--- config.mk ---
export PLATFORM = sky130hd
export DESIGN_NAME = fft_out_serializer
export DESIGN_NICKNAME = d
export VERILOG_FILES = /design/src/rtl/fft_pkg.sv /design/src/rtl/fft_bitrev_idx.sv /design/src/rtl/fft_out_serializer.sv
export SDC_FILE = /design/constraint.sdc
export NUM_CORES = 1
export LEC_CHECK = 0
export CAP_MARGIN = 30
export CORE_AREA = 2 2 418 420
export CTS_BUF_LIST = sky130_fd_sc_hd__clkbuf_8
export DETAILED_ROUTE_END_ITERATION = 10
export DIE_AREA = 0 0 420 422
export DONT_BUFFER_PORTS = 1
export PLACE_DENSITY_LB_ADDON = 0.05
export SETUP_SLACK_MARGIN = 0.1
export SLEW_MARGIN = 0
export SYNTH_ARGS = -nofsm -noshare
export SYNTH_HDL_FRONTEND = slang
export SYNTH_SLANG_ARGS = --single-unit
--- constraint.sdc ---
create_clock -name clk_MAC -period 61.3 [get_ports clk_MAC]
set_input_delay 6.13 -clock clk_MAC [delete_from_list [all_inputs] [get_ports clk_MAC]]
set_output_delay 6.13 -clock clk_MAC [all_outputs]
set_load 0.01 [all_outputs]
--- src/rtl/fft_pkg.sv ---
// Shared constants, serializer state and index helpers for the FFT output path.
// FFT_BITREV_EN selects bit-reversed -> natural reordering of the stream.
package fft_pkg;

  localparam int FFT_N     = 32;
  localparam int FFT_W     = 16;
  localparam int FFT_LOG2N = 5;

  typedef enum logic {
    IDLE,
    STREAM
  } ser_state_e;

  function automatic logic [FFT_LOG2N-1:0] bitrev(
    input logic [FFT_LOG2N-1:0] idx
  );
    logic [FFT_LOG2N-1:0] r;
    for (int i = 0; i < FFT_LOG2N; i++) begin
      r[i] = idx[FFT_LOG2N-1-i];
    end
    return r;
  endfunction

endpackage

--- src/rtl/fft_bitrev_idx.sv ---
// Maps the natural beat index k onto the buffer read index.
// FFT_BITREV_EN: reverse the index bits; otherwise pass k straight through.
module fft_bitrev_idx
  import fft_pkg::*;
(
  input  logic [FFT_LOG2N-1:0] k,
  output logic [FFT_LOG2N-1:0] rd_idx
);

`ifdef FFT_BITREV_EN
  assign rd_idx = bitrev(k);
`else
  assign rd_idx = k;
`endif

endmodule

--- src/rtl/fft_out_serializer.sv ---
// Captures one 32-point complex frame and streams it out one beat per cycle.
// FFT_BITREV_EN: stream buffer samples in bit-reversed read order.
module fft_out_serializer
  import fft_pkg::*;
(
  input  logic                     clk_MAC,
  input  logic                     rst,
  input  logic                     load_valid,
  output logic                     load_ready,
  input  logic [FFT_N*FFT_W-1:0]   in_re,
  input  logic [FFT_N*FFT_W-1:0]   in_im,
  output logic                     out_valid,
  input  logic                     out_ready,
  output logic [FFT_W-1:0]         out_re,
  output logic [FFT_W-1:0]         out_im,
  output logic [FFT_LOG2N-1:0]     out_index,
  output logic                     out_last,
  output logic                     frame_done
);

  localparam int N     = FFT_N;
  localparam int W     = FFT_W;
  localparam int LOG2N = FFT_LOG2N;
  localparam logic [LOG2N-1:0] K_LAST = LOG2N'(N-1);

  ser_state_e       state;
  logic [LOG2N-1:0] k;
  logic [LOG2N-1:0] rd_idx;
  logic [W-1:0]     buf_re [N];
  logic [W-1:0]     buf_im [N];
  logic             accept;
  logic             last_k;

  assign accept = out_valid & out_ready;
  assign last_k = (k == K_LAST);

  fft_bitrev_idx u_idx (
    .k      (k),
    .rd_idx (rd_idx)
  );

  always_ff @(posedge clk_MAC) begin
    if (rst) begin
      state      <= IDLE;
      k          <= '0;
      out_valid  <= 1'b0;
      load_ready <= 1'b1;
      frame_done <= 1'b0;
      for (int j = 0; j < N; j++) begin
        buf_re[j] <= '0;
        buf_im[j] <= '0;
      end
    end else begin
      frame_done <= 1'b0;
      unique case (state)
        IDLE: begin
          if (load_valid) begin
            for (int j = 0; j < N; j++) begin
              buf_re[j] <= in_re[j*W +: W];
              buf_im[j] <= in_im[j*W +: W];
            end
            k          <= '0;
            state      <= STREAM;
            out_valid  <= 1'b1;
            load_ready <= 1'b0;
          end
        end
        STREAM: begin
          if (accept) begin
            if (last_k) begin
              k          <= '0;
              state      <= IDLE;
              out_valid  <= 1'b0;
              load_ready <= 1'b1;
              frame_done <= 1'b1;
            end else begin
              k <= k + 1'b1;
            end
          end
        end
      endcase
    end
  end

  // k and the buffer only change on accepted beats, so the data holds under stall
  assign out_index = k;
  assign out_last  = last_k & out_valid;
  assign out_re    = out_valid ? buf_re[rd_idx] : '0;
  assign out_im    = out_valid ? buf_im[rd_idx] : '0;

endmodule
Yosys cells after proc, flatten, opt, wreduce, memory -nomap -nowiden:

Memory sizes are Yosys's and may differ from the RTL's. A register that Yosys moved wholly into a read port is not among the register bits.
Index checks and enable logic that the tools add are counted.
W data, S select, Z words.

* memories: 2
* memory bits (writable): 1024
* register bits after elaboration: 9
* input port bits: 1028
* logic and storage cells: 175
* output and inout port bits: 41

Memory list
* buf_im: depth 32, width 16, rd ports 1, clocked after memory_dff 1, wr ports 32, RTL line fft_out_serializer.sv:30 `logic [W-1:0] buf_im [N];`
* buf_re: depth 32, width 16, rd ports 1, clocked after memory_dff 1, wr ports 32, RTL line fft_out_serializer.sv:29 `logic [W-1:0] buf_re [N];`

* reductions and logical operators: 3
* equal/unequal tests: 4
* add/subtract/negate cells: 1
* multiplexer cells: 92
* bitwise gates (word level): 68

Operators with widths (number)
* $mux W16: 66
* $or A1 B1 Y1: 64
* $mux W5: 7
* $mux W1: 15
* $pmux W5 S2: 1
* $pmux W1 S2: 3
* $add A5 B1 Y5 const B: 1
* $eq A5 B5 Y1 const B: 1
* $ne A2 B1 Y1 const B: 2
* $reduce_and A3 Y1: 1
* $reduce_or A3 Y1: 1
* $and A1 B1 Y1: 2
* $ne A2 B2 Y1 const B: 1
* $not A1 Y1: 2
* $reduce_and A2 Y1: 1

Logic depth before layout (Yosys ltp):

* word-level depth: 6
* depth in mapped cells: 8
* depth with buffers taken out: 6

Cells and area by module:

A second synthesis with hierarchy kept.

* cells, all modules: 2837
* area total of the unflattened synthesis: 46178.0 µm²

By module, submodules not included
* fft_out_serializer: area an instance 46140.5 µm², cells an instance 2832, sequential area each 30929.7 µm², instances 1
* fft_bitrev_idx: area an instance 37.5 µm², cells an instance 5, sequential area each 0.0 µm², instances 1

Least setup slack after synthesis:

OpenSTA, ideal clock, no wires.

* kind: input to register
* start: input rst
* end: memory buf_im[0][0] (netlist bit), enable pin
* data arrival time: 30.647 ns
* path buffers: 1
* cell stages on the path: 2
* required time: 59.715 ns
* slack: 29.068 ns
* cells stage by stage: clkbuf_1 nand2b_1

RTL lines
* from (decl): RTL line fft_out_serializer.sv:7 `input logic rst,`
* to (decl): RTL line fft_out_serializer.sv:30

==> metrics.md <==
| Metric | Value |
|---|---|
| Maximum clock path buffer count | `3` |
| Main synth FF type | `edfxtp_1` |
| Post_cts resized | `0` |
| CP Capture Type | `output port` |
| H-tree levels | `4` |
| Mapped Avg Cell Area | `approximately 16 sq um` |
| Synth unique cells | `35` |
| Clk pwr share | `0.396` |
| Cell Int Power | `approximately 1200 uW` |
| Routed Antenna Nets | `0` |
| Clock latency on the worst-skew pair | `0.92 ns` |
| Worst-path clk slew | `roughly 0.050 ns` |
| Die X | `roughly 420 microns` |
| Fmax | `between 90 and 100 MHz` |
| Antenna violations before repair | `408` |
| # IOs | `between 1,000 and 1,500` |
| Cell chosen for the clock root | `clkbuf_8` |
| RSZ-0062 raised after global routing | `no` |
| DRC Markers | `0` |
| Area contributors post-synth | `edfxtp_1 (66%), mux4_2 (11%), and2_1 (7.8%)` |
| PnR worst setup slack | `50.60 ns` |
| DP Worst Slack | `between 50 and 60 ns` |
| First-pass GRT wire length | `approximately 230 mm` |
| Syn nets | `just under 4,000` |
| GRT Resource Usage Total | `0.188` |
| CTS Buf Count | `about 200` |
| Routability-driven placement congestion ratio | `slightly above 0.8` |
| Sequential share of power | `0.537` |
| Worst Tran Pin Value | `between 1.5 and 2 ns` |
| Site row count | `roughly 150` |
| Asr flop ratio synth | `0` |
| Final non-filler cell total | `5,491` |
| Run status | `finished, violations left` |
| Vias in the first global route | `~27,000` |
| Pleak | `between 0.015 and 0.02 uW` |
| Die height | `422 microns` |
| Max Cap Viol | `0` |
| Cell area after synthesis | `between 40,000 and 50,000 sq um` |
| Largest net degree at the start of global routing | `between 400 and 500` |
| Hold WC Path Type | `reg2reg` |
| Die area | `roughly 180,000 sq um` |
| Mapped Cells | `2,838` |
| CORE AREA | `173,000 sq um` |
| Max-slew violations | `166` |
| Final hold slack | `approximately 0.6 ns` |
| Failing checks | `max-slew violations` |
| Number of synthesized register bits | `approximately 1,000` |
| Switching share of power | `0.245` |
| Drt via density | `4.69` |
| Routed WL per cell | `a little over 30 microns` |
| Starting DRT DRC Count | `~1,800` |
| Share of the synthesized area in the top cell type | `0.665` |
| Clock skew | `approximately 0.038 ns` |
| Post-synth EDFFs | `just over 1,000` |
| Seq/Total Area, Yosys | `0.671` |
| Area leader, netlist | `edfxtp_1` |
| WL final | `approximately 170 mm` |
| Port Buffer Count | `0` |
| CP Launch Type | `flip-flop` |
| Post-DP HPWL | `approximately 120 mm` |
| Critical path class | `reg2out` |
| Fin Setup TNS | `0 ns` |
| Period utilization | `0.175` |
| Via count | `~26,000` |
| Relative slew slack | `-0.104` |
| NetSw | `between 300 and 400 uW` |
| Arrival time worst endpoint | `between 4 and 5 ns` |
| Layout cells sized above 1 | `0.195` |
| Final setup violation count | `0` |
| Filler cells | `approximately 17,000` |
| GRT overflow | `0` |
| Pwr Density | `slightly above 30 nW/um^2` |
| DRT Pass-1 Iters | `7` |
| # clock sinks | `1,038` |
| Crit path max fanout | `roughly 50` |
| Final #Nets | `3,893` |
| Postcts setup bufs | `0` |
| Tmin final | `roughly 11 ns` |
| Combinational share of power | `0.068` |
| Worst Path Required | `~55 ns` |
| VDD IR max | `roughly 0.000016 V` |
| Fin. Hold Viols | `0` |
| Core Util, Final | `0.305` |
| CTS tree | `built` |
| Cts hold-fix bufs | `0` |
| Yosys warning count | `0` |
| Syn-to-layout area delta | `14.0%` |
| Placed insts | `around 5,000` |
| Starting Density | `0.268` |
[final timing paths]
path,from,to,slack [ns],depth (start not counted)
worst max-delay path,flip-flop,out_im[7],50.60,5
worst min-delay path,load_ready$_SDFFE_PP1P_,load_ready$_SDFFE_PP1P_,0.61,2
worst max register to register,state$_SDFF_PP0_,buf_re[24][11]$_SDFFCE_PP0P_,57.77,6
worst min register to register,load_ready$_SDFFE_PP1P_,load_ready$_SDFFE_PP1P_,0.61,2
[cell type report]
class / count / area [sq um] / share of cell area
sequential: 1038 / 31000 / 0.589
clock buffer: 202 / 2780 / 0.0527
tap: 2325 / 2910 / 0.0552
inverter: 1 / 6.26 / 0.000119
multi-input combinational: 1586 / 14300 / 0.271
antenna: 144 / 360 / 0.00683
timing repair buffer: 39 / 533 / 0.0101
clock inverter: 156 / 788 / 0.0150
[registers in the layout, summed over array words and instances (netlist names), named ones only]
register    cells
buf_im        512
buf_re        512
out_index       5
frame_done      1
load_ready      1
out_valid       1
state           1
[critical path, stage by stage, from the launching register on]
cell	delay [ns]
dfxtp_4	0.87
buf_4	0.83
buf_4	0.55
mux4_2	0.38
a22oi_1	0.62
a31oi_1	0.32
[synth_stat cells (3+ instances only)]
cell type  count
a22oi_1       33
o2111ai_1      8
clkbuf_1     145
buf_6          3
nor2b_1      451
nor2_1        10
nand2b_1       3
nand2_1       21
ha_1           3
a221oi_1      24
mux2i_1       65
mux4_2       224
a31oi_1       32
buf_2         45
edfxtp_1    1024
and2_1       579
mux2_2        65
buf_4         17
o21ai_0       23
dfxtp_1       14
o221ai_1      32
[power groups by stage]
stage               registers, uW  clock network (uW)  logic (uW)
floorplan                     916                   0        80.7
global placement              873                   0         108
detailed placement            874                   0         110
CTS                           860                 662         111
global route                  864                 689         118
finish                        859                 633         108
[metrics by stage]
step           area (sq um)  total power [uW]
3_3_place_gp          48600               981
2_1_floorplan         46300               996
3_5_place_dp          48700               984
6_report              52700              1600
4_1_cts               52300              1630
5_1_grt               52600              1670
[layer usage]
metal	track usage	wire length, microns	up-vias
met3	0.0677	14200	727
li1	-	-	10900
met4	0.0896	7940	110
met2	0.320	85700	1333
met1	0.207	61800	12600
met5	0	678	-
[cell families (layout without fill, tap and decap cells)]
family,after synthesis,after routing,share of synthesized area
muxes,354,354,0.139
DFF,1038,1038,0.671
xor gates and xnor gates,3,3,0.000568
AOI/OAI and AO/OA,157,157,0.0250
and+or+nand+nor,1069,1069,0.143
other,0,144,0
adders and majority gates,3,3,0.000811
buffers and inverters,214,398,0.0212
[layout by cell type (no fill, tap or decap), types with 3 or more instances in the layout]
master and n:
dfxtp_1 8, inv_8 4, nor2_1 6, nand2_1 21, clkbuf_8 202, o2111ai_1 8
dfxtp_4 3, inv_1 75, clkinvlp_4 6, clkinv_1 38, and2_1 579, o21ai_0 23
a221oi_1 24, nor2b_1 449, diode_2 144, mux2_2 65, mux4_2 224, edfxtp_1 1024
a22oi_1 33, o221ai_1 32, buf_4 24, a31oi_1 32, bufinv_16 3, buf_12 8
inv_6 3, mux2i_1 65, ha_1 3, buf_16 7, clkinv_2 25, dfxtp_2 3
Power figures use the tool's default switching activity.
